`src/rtl/imm_gen_pipe.sv`:
```
// Registered immediate generator: decodes the RISC-V instruction format and immediate,
// and buffers results in a 2-entry FIFO behind a valid/ready handshake.
module imm_gen_pipe #(
   parameter int XLEN   = 32,
   parameter bit CSR_EN = 1'b1,
   parameter int CNT_W  = 16
) (
   input  logic             clk,
   input  logic             rst_n,
   input  logic             flush,
   input  logic             in_valid,
   output logic             in_ready,
   input  logic [31:0]      in_instr,
   input  logic [XLEN-1:0]  in_pc,
   output logic             out_valid,
   input  logic             out_ready,
   output logic [31:0]      out_instr,
   output logic [XLEN-1:0]  out_pc,
   output logic [XLEN-1:0]  out_imm,
   output logic [2:0]       out_fmt,
   output logic             out_illegal,
   output logic [CNT_W-1:0] err_count
);

   localparam logic [2:0] FMT_R = 3'd0;
   localparam logic [2:0] FMT_I = 3'd1;
   localparam logic [2:0] FMT_S = 3'd2;
   localparam logic [2:0] FMT_B = 3'd3;
   localparam logic [2:0] FMT_U = 3'd4;
   localparam logic [2:0] FMT_J = 3'd5;
   localparam logic [2:0] FMT_Z = 3'd6;
   localparam logic [2:0] FMT_X = 3'd7;

   typedef logic [XLEN-1:0] xlen_t;

   typedef struct packed {
      logic [31:0] instr;
      xlen_t       pc;
      xlen_t       imm;
      logic [2:0]  fmt;
   } entry_t;

   logic [6:0]       opcode_s;
   logic [2:0]       funct3_s;
   logic [2:0]       dec_fmt_s;
   xlen_t            dec_imm_s;
   entry_t           dec_s;
   entry_t           head_r;
   entry_t           skid_r;
   logic [1:0]       count_r;
   logic [CNT_W-1:0] err_count_r;
   logic             push_s;
   logic             pop_s;

   assign opcode_s = in_instr[6:0];
   assign funct3_s = in_instr[14:12];

   // Format and immediate decode of the offered word; anything unrecognised is illegal with imm 0.
   always_comb begin
      dec_fmt_s = FMT_X;
      dec_imm_s = xlen_t'(1'b0);
      case (opcode_s)
         7'b0110011: begin
            dec_fmt_s = FMT_R;
         end
         7'b0111011: begin
            if (XLEN == 64) begin
               dec_fmt_s = FMT_R;
            end else begin
               dec_fmt_s = FMT_X;
            end
         end
         7'b0010011, 7'b0011011: begin
            if ((opcode_s == 7'b0011011) && (XLEN != 64)) begin
               dec_fmt_s = FMT_X;
            end else if (funct3_s[1:0] == 2'b01) begin
               // Shifts carry a zero-extended shamt; only RV64 OP-IMM uses the 6-bit form.
               if ((opcode_s == 7'b0010011) && (XLEN == 64)) begin
                  dec_fmt_s = FMT_I;
                  dec_imm_s = xlen_t'(in_instr[25:20]);
               end else if ((XLEN == 32) && in_instr[25]) begin
                  dec_fmt_s = FMT_X;
               end else begin
                  dec_fmt_s = FMT_I;
                  dec_imm_s = xlen_t'(in_instr[24:20]);
               end
            end else begin
               dec_fmt_s = FMT_I;
               dec_imm_s = xlen_t'($signed(in_instr[31:20]));
            end
         end
         7'b0000011, 7'b1100111, 7'b0001111: begin
            dec_fmt_s = FMT_I;
            dec_imm_s = xlen_t'($signed(in_instr[31:20]));
         end
         7'b0100011: begin
            dec_fmt_s = FMT_S;
            dec_imm_s = xlen_t'($signed({in_instr[31:25], in_instr[11:7]}));
         end
         7'b1100011: begin
            dec_fmt_s = FMT_B;
            dec_imm_s = xlen_t'($signed({in_instr[31], in_instr[7], in_instr[30:25],
                                         in_instr[11:8], 1'b0}));
         end
         7'b0110111, 7'b0010111: begin
            dec_fmt_s = FMT_U;
            dec_imm_s = xlen_t'($signed({in_instr[31:12], 12'd0}));
         end
         7'b1101111: begin
            dec_fmt_s = FMT_J;
            dec_imm_s = xlen_t'($signed({in_instr[31], in_instr[19:12], in_instr[20],
                                         in_instr[30:21], 1'b0}));
         end
         7'b1110011: begin
            case (funct3_s)
               3'b000: begin
                  dec_fmt_s = FMT_I;
                  dec_imm_s = xlen_t'($signed(in_instr[31:20]));
               end
               3'b001, 3'b010, 3'b011: begin
                  if (CSR_EN) begin
                     dec_fmt_s = FMT_I;
                     dec_imm_s = xlen_t'(in_instr[31:20]);
                  end else begin
                     dec_fmt_s = FMT_X;
                  end
               end
               3'b101, 3'b110, 3'b111: begin
                  if (CSR_EN) begin
                     dec_fmt_s = FMT_Z;
                     dec_imm_s = xlen_t'(in_instr[19:15]);
                  end else begin
                     dec_fmt_s = FMT_X;
                  end
               end
               default: begin
                  dec_fmt_s = FMT_X;
               end
            endcase
         end
         default: begin
            dec_fmt_s = FMT_X;
         end
      endcase
   end

   assign dec_s    = '{instr: in_instr, pc: in_pc, imm: dec_imm_s, fmt: dec_fmt_s};
   assign in_ready = (count_r != 2'd2) && !flush;
   assign push_s   = in_valid && in_ready;
   assign pop_s    = out_valid && out_ready;

   // Two-entry FIFO: head_r is the presented (oldest) entry, skid_r the second; head holds when empty.
   always_ff @(posedge clk or negedge rst_n) begin
      if (!rst_n) begin
         head_r      <= '0;
         skid_r      <= '0;
         count_r     <= 2'd0;
         err_count_r <= '0;
      end else if (flush) begin
         count_r <= 2'd0;
      end else begin
         if (pop_s && out_illegal && (err_count_r != {CNT_W{1'b1}})) begin
            err_count_r <= err_count_r + CNT_W'(1);
         end
         case (count_r)
            2'd0: begin
               if (push_s) begin
                  head_r  <= dec_s;
                  count_r <= 2'd1;
               end
            end
            2'd1: begin
               if (push_s && pop_s) begin
                  head_r <= dec_s;
               end else if (push_s) begin
                  skid_r  <= dec_s;
                  count_r <= 2'd2;
               end else if (pop_s) begin
                  count_r <= 2'd0;
               end
            end
            2'd2: begin
               if (pop_s) begin
                  head_r  <= skid_r;
                  count_r <= 2'd1;
               end
            end
            default: begin
               count_r <= 2'd0;
            end
         endcase
      end
   end

   assign out_valid   = (count_r != 2'd0);
   assign out_instr   = head_r.instr;
   assign out_pc      = head_r.pc;
   assign out_imm     = head_r.imm;
   assign out_fmt     = head_r.fmt;
   assign out_illegal = (head_r.fmt == FMT_X);
   assign err_count   = err_count_r;

endmodule

```
`config.mk`:
```
export PLATFORM = sky130hd
export DESIGN_NAME = imm_gen_pipe
export DESIGN_NICKNAME = d
export VERILOG_FILES = /design/src/rtl/imm_gen_pipe.sv
export SDC_FILE = /design/constraint.sdc
export NUM_CORES = 1
export LEC_CHECK = 0
export CORE_MARGIN = 2
export CORE_UTILIZATION = 52
export CTS_CLUSTER_DIAMETER = 200
export DETAILED_ROUTE_END_ITERATION = 10
export PLACE_DENSITY = 0.8
export SLEW_MARGIN = 20
export SYNTH_ARGS = -nofsm -noshare
export SYNTH_HDL_FRONTEND = slang
export SYNTH_SLANG_ARGS = --single-unit
```
`constraint.sdc`:
```
create_clock -name clk -period 2.36 [get_ports clk]
set_input_delay 0.354 -clock clk [delete_from_list [all_inputs] [get_ports clk]]
set_output_delay 0.354 -clock clk [all_outputs]
set_load 0.01 [all_outputs]
```
==> results of run 1 <==
[through the flow]
step,TNS [ns],total power (uW)
floorplan,0,5719
global placement,-4.736,6815
detailed placement,-7.485,6907
CTS,0,10270
global route,0,10710
finish,0,10230
[cells in the final DEF, fill, tap and decap left out, types with 2 or more instances in the layout]
cell,instances
nand2_1,382
dfrtp_1,216
clkdlybuf4s50_1,185
nor2_1,111
a31oi_1,73
buf_4,60
o21ai_0,48
nor3_1,24
clkbuf_16,23
a21oi_1,21
nand3_1,16
o211ai_1,15
and2_1,13
a211oi_1,12
inv_1,11
xnor2_1,9
buf_12,9
xor2_1,7
o21ai_1,7
clkbuf_1,7
and3_1,6
mux2i_1,6
o22ai_1,6
a22oi_1,5
clkinv_2,5
o21a_1,4
nand2b_1,4
a22o_1,4
nand4_1,3
nor3_2,3
nor2b_1,3
o31ai_1,3
a311oi_2,2
a31o_2,2
nor4_1,2
and4b_1,2
nor3b_1,2
inv_6,2
[repair_timing]
action / in CTS / in global routing
setup buffers: 0 / 0
hold buffers: 1 / 0
endpoints found under the setup margin: 0 / 0
hold endpoints to repair: 62 / 0
[layout make-up]
cell class / count / share of cell area [%]
clock buffers: 31 / 4.734
clock inverters: 8 / 0.5581
inverters: 11 / 0.3175
multi-input cells: 825 / 31.29
flip-flops and latches: 216 / 41.57
well taps: 234 / 2.252
repair buffers: 256 / 19.28
[worst max-delay path, cell delays in order, from the launching register on]
cell and delay (ns):
dfrtp_1 0.45, inv_1 0.16, nor2_4 0.05, nor2_1 0.09, clkdlybuf4s50_1 0.57
[flip-flops by register name, summed over array words and instances (netlist names)]
register   cells
skid_r        99
out_imm       32
out_instr     32
out_pc        32
err_count     16
out_fmt        3
count_r        2
[metal layers]
layer  vias to the layer above  share of wire, %
met1                      4347                42
met3                        69               7.7
met2                       402                48
met4                         0               2.6
met5                         -                 0
li1                       4207                 -
[power groups by stage]
| stage | registers, uW | logic (uW) | clock network, uW |
|---|---|---|---|
| 2_1_floorplan | 4880 | 836 | 0 |
| 3_3_place_gp | 4790 | 2020 | 0 |
| 3_5_place_dp | 4830 | 2080 | 0 |
| 4_1_cts | 4770 | 2100 | 3410 |
| 5_1_grt | 4850 | 2300 | 3570 |
| 6_report | 4770 | 2090 | 3370 |
[path summary, 6_finish.rpt]
check / startpoint / endpoint
setup / recovery: count_r[1] / in_ready
hold / removal: rst_n / out_imm[16]
setup reg to reg: count_r[1] / skid_r[24]
hold reg to reg: skid_r[40] / skid_r[40]
max in group asynchronous: rst_n / out_imm[7]
min in group clk: in_pc[2] / skid_r[37]
[cell usage after synthesis (5+ instances only)]
cell | count | area share (%)
and3_1 | 6 | 0.38
a21oi_1 | 21 | 1.1
nand2_1 | 382 | 15
dfrtp_1 | 216 | 55
nand2b_1 | 5 | 0.32
clkbuf_1 | 59 | 2.3
and2_1 | 13 | 0.83
a22oi_1 | 5 | 0.38
a31oi_1 | 73 | 4.7
a211oi_1 | 12 | 0.92
buf_2 | 19 | 0.97
mux2i_1 | 6 | 0.61
xnor2_1 | 9 | 0.80
o22ai_1 | 6 | 0.38
xor2_1 | 7 | 0.63
o21ai_1 | 7 | 0.36
nor3_1 | 25 | 1.3
nand3_1 | 16 | 0.82
o211ai_1 | 15 | 1.1
inv_1 | 11 | 0.42
o21ai_0 | 48 | 2.4
nor2_1 | 112 | 4.3
[logic make-up after synthesis]
logic type | share of synthesized area [%]
XOR/XNOR | 1.429
flip-flops | 55.11
adder cells (fa/ha/maj) | 0.1275
buffers and inverters | 3.763
multiplexers | 0.7271
AND/OR/NAND/NOR | 24.63
AO/OA/AOI/OAI | 14.21
==> flow_metrics.env, run 1 <==
export IMPL_max_cap_violations=0
export IMPL_clk_latency_ns=0.52
export IMPL_design_area_mm2=0.01300
export IMPL_antenna_found_initial=0
export IMPL_cts_root_buf="clkbuf_16"
export IMPL_ios=187
export IMPL_clockBufferDepth=3
export IMPL_cellLeakagePower_uw=0.005836
export IMPL_synthFlopType="dfrtp_1"
export IMPL_setup_slack_ns=0.1809
export IMPL_rrSetupSlack_ns=0.27
export IMPL_cp_max_fo=6
export IMPL_grt_setup_unrepaired="no"
export IMPL_critPathLaunchType="flip-flop"
export IMPL_syn_area_mm2=0.009808
export IMPL_yosysSeqAreaShare_pct=55.11
export IMPL_run_status="completed"
export IMPL_syn2layout_area_growth_pct=32.58
export IMPL_worstPathRequired_ns=2.01
export IMPL_hpwl_um=18490
export IMPL_fillers=1431
export IMPL_use_met2_pct=45.68
export IMPL_grtUsageMet1_pct=38.92
export IMPL_drive_gt1_share_pct=9.057
export IMPL_ys_ff_latch=216
export IMPL_use_met3_pct=3.847
export IMPL_ys_warn_count=0
export IMPL_p_clk_share_pct=32.9
export IMPL_post_route_util_pct=69.99
export IMPL_p_sw_share_pct=27.87
export IMPL_cts_resized=0
export IMPL_drt_iter0_markers=666
export IMPL_wl_per_cell_um=17.64
export IMPL_antenna_cells=0
export IMPL_fin_cells=1581
export IMPL_sequentialPowerShare_pct=46.7
export IMPL_clkTransAtPathRegs_ns=0.06
export IMPL_firstDrtPassIters=5
export IMPL_synthCells=1131
export IMPL_cts_tree="built"
export IMPL_criticalPathCategory="flip-flop to output port"
export IMPL_cts_sinks=216
export IMPL_dieHeight_um=141.3
export IMPL_switchingPower_uw=2852
export IMPL_multi_input_area_mm2=0.004069
export IMPL_r2r_cells=4
export IMPL_grt_max_degree=94
export IMPL_seqCellArea_mm2=0.005405
export IMPL_finalCritPeriodShare_pct=92.34
export IMPL_arrival_ns=1.83
export IMPL_power_density_mw_per_mm2=787.0
export IMPL_grt_busiest_layer="met2"
export IMPL_drt_antenna_violating_nets=0
export IMPL_pwr_share_comb_pct=20.4
export IMPL_grt_pass1_wl_um=44760
export IMPL_finalClockSkew_ns=0.02249
export IMPL_end_kind="output port"
export IMPL_final_hold_violation_count=0
export IMPL_port_buffers=186
export IMPL_vias=9025
export IMPL_fp_row_count=50
export IMPL_grt_pass1_vias=8511
export IMPL_fin_hold_ws_ns=0.3969
export IMPL_fp_dieW_um=141.3
export IMPL_place_congestion=0.9106
export IMPL_place_ws_ns=-0.3047
export IMPL_p_int_uw=7381
export IMPL_yosysUniqueCellTypes=62
export IMPL_tightestPinTransition_ns=1.011
export IMPL_drc=0
export IMPL_place_area_mm2=0.01231
export IMPL_drv_slew=0
export IMPL_setup_viol=0
export IMPL_hold_path_class="input pin to asynchronous set/reset pin"
export IMPL_overflow=0
export IMPL_max_freq_ghz=0.4589
export IMPL_grtUsageTotal_pct=27.71
export IMPL_htreeDepth=1
export IMPL_nNetsFinal=1403
export IMPL_viasPerCell=5.708
export IMPL_async_reset_ff_share_pct=100.0
export IMPL_ir_drop_v=0.0005046
export IMPL_start_util_pct=52.79
export IMPL_wl_um=27890
export IMPL_synth_edf_count=0
export IMPL_min_period_ns=2.179
export IMPL_syn_area_per_cell_um2=8.672
export IMPL_synth_nets=1201
export IMPL_fp_dieArea_mm2=0.01998
export IMPL_relSlewSlack_pct=32.59
export IMPL_core_mm2=0.01858
export IMPL_dpl_cell_count=1541
export IMPL_cts_buffers=23
Note: power is estimated with default switching activity, not from simulation.
==> run 2: changes to the inputs <==
Settings changed: HOLD_SLACK_MARGIN from default to 0.08.
==> results of run 2 <==
No change in the layout: final DEF, timing and power equal those of run 1.
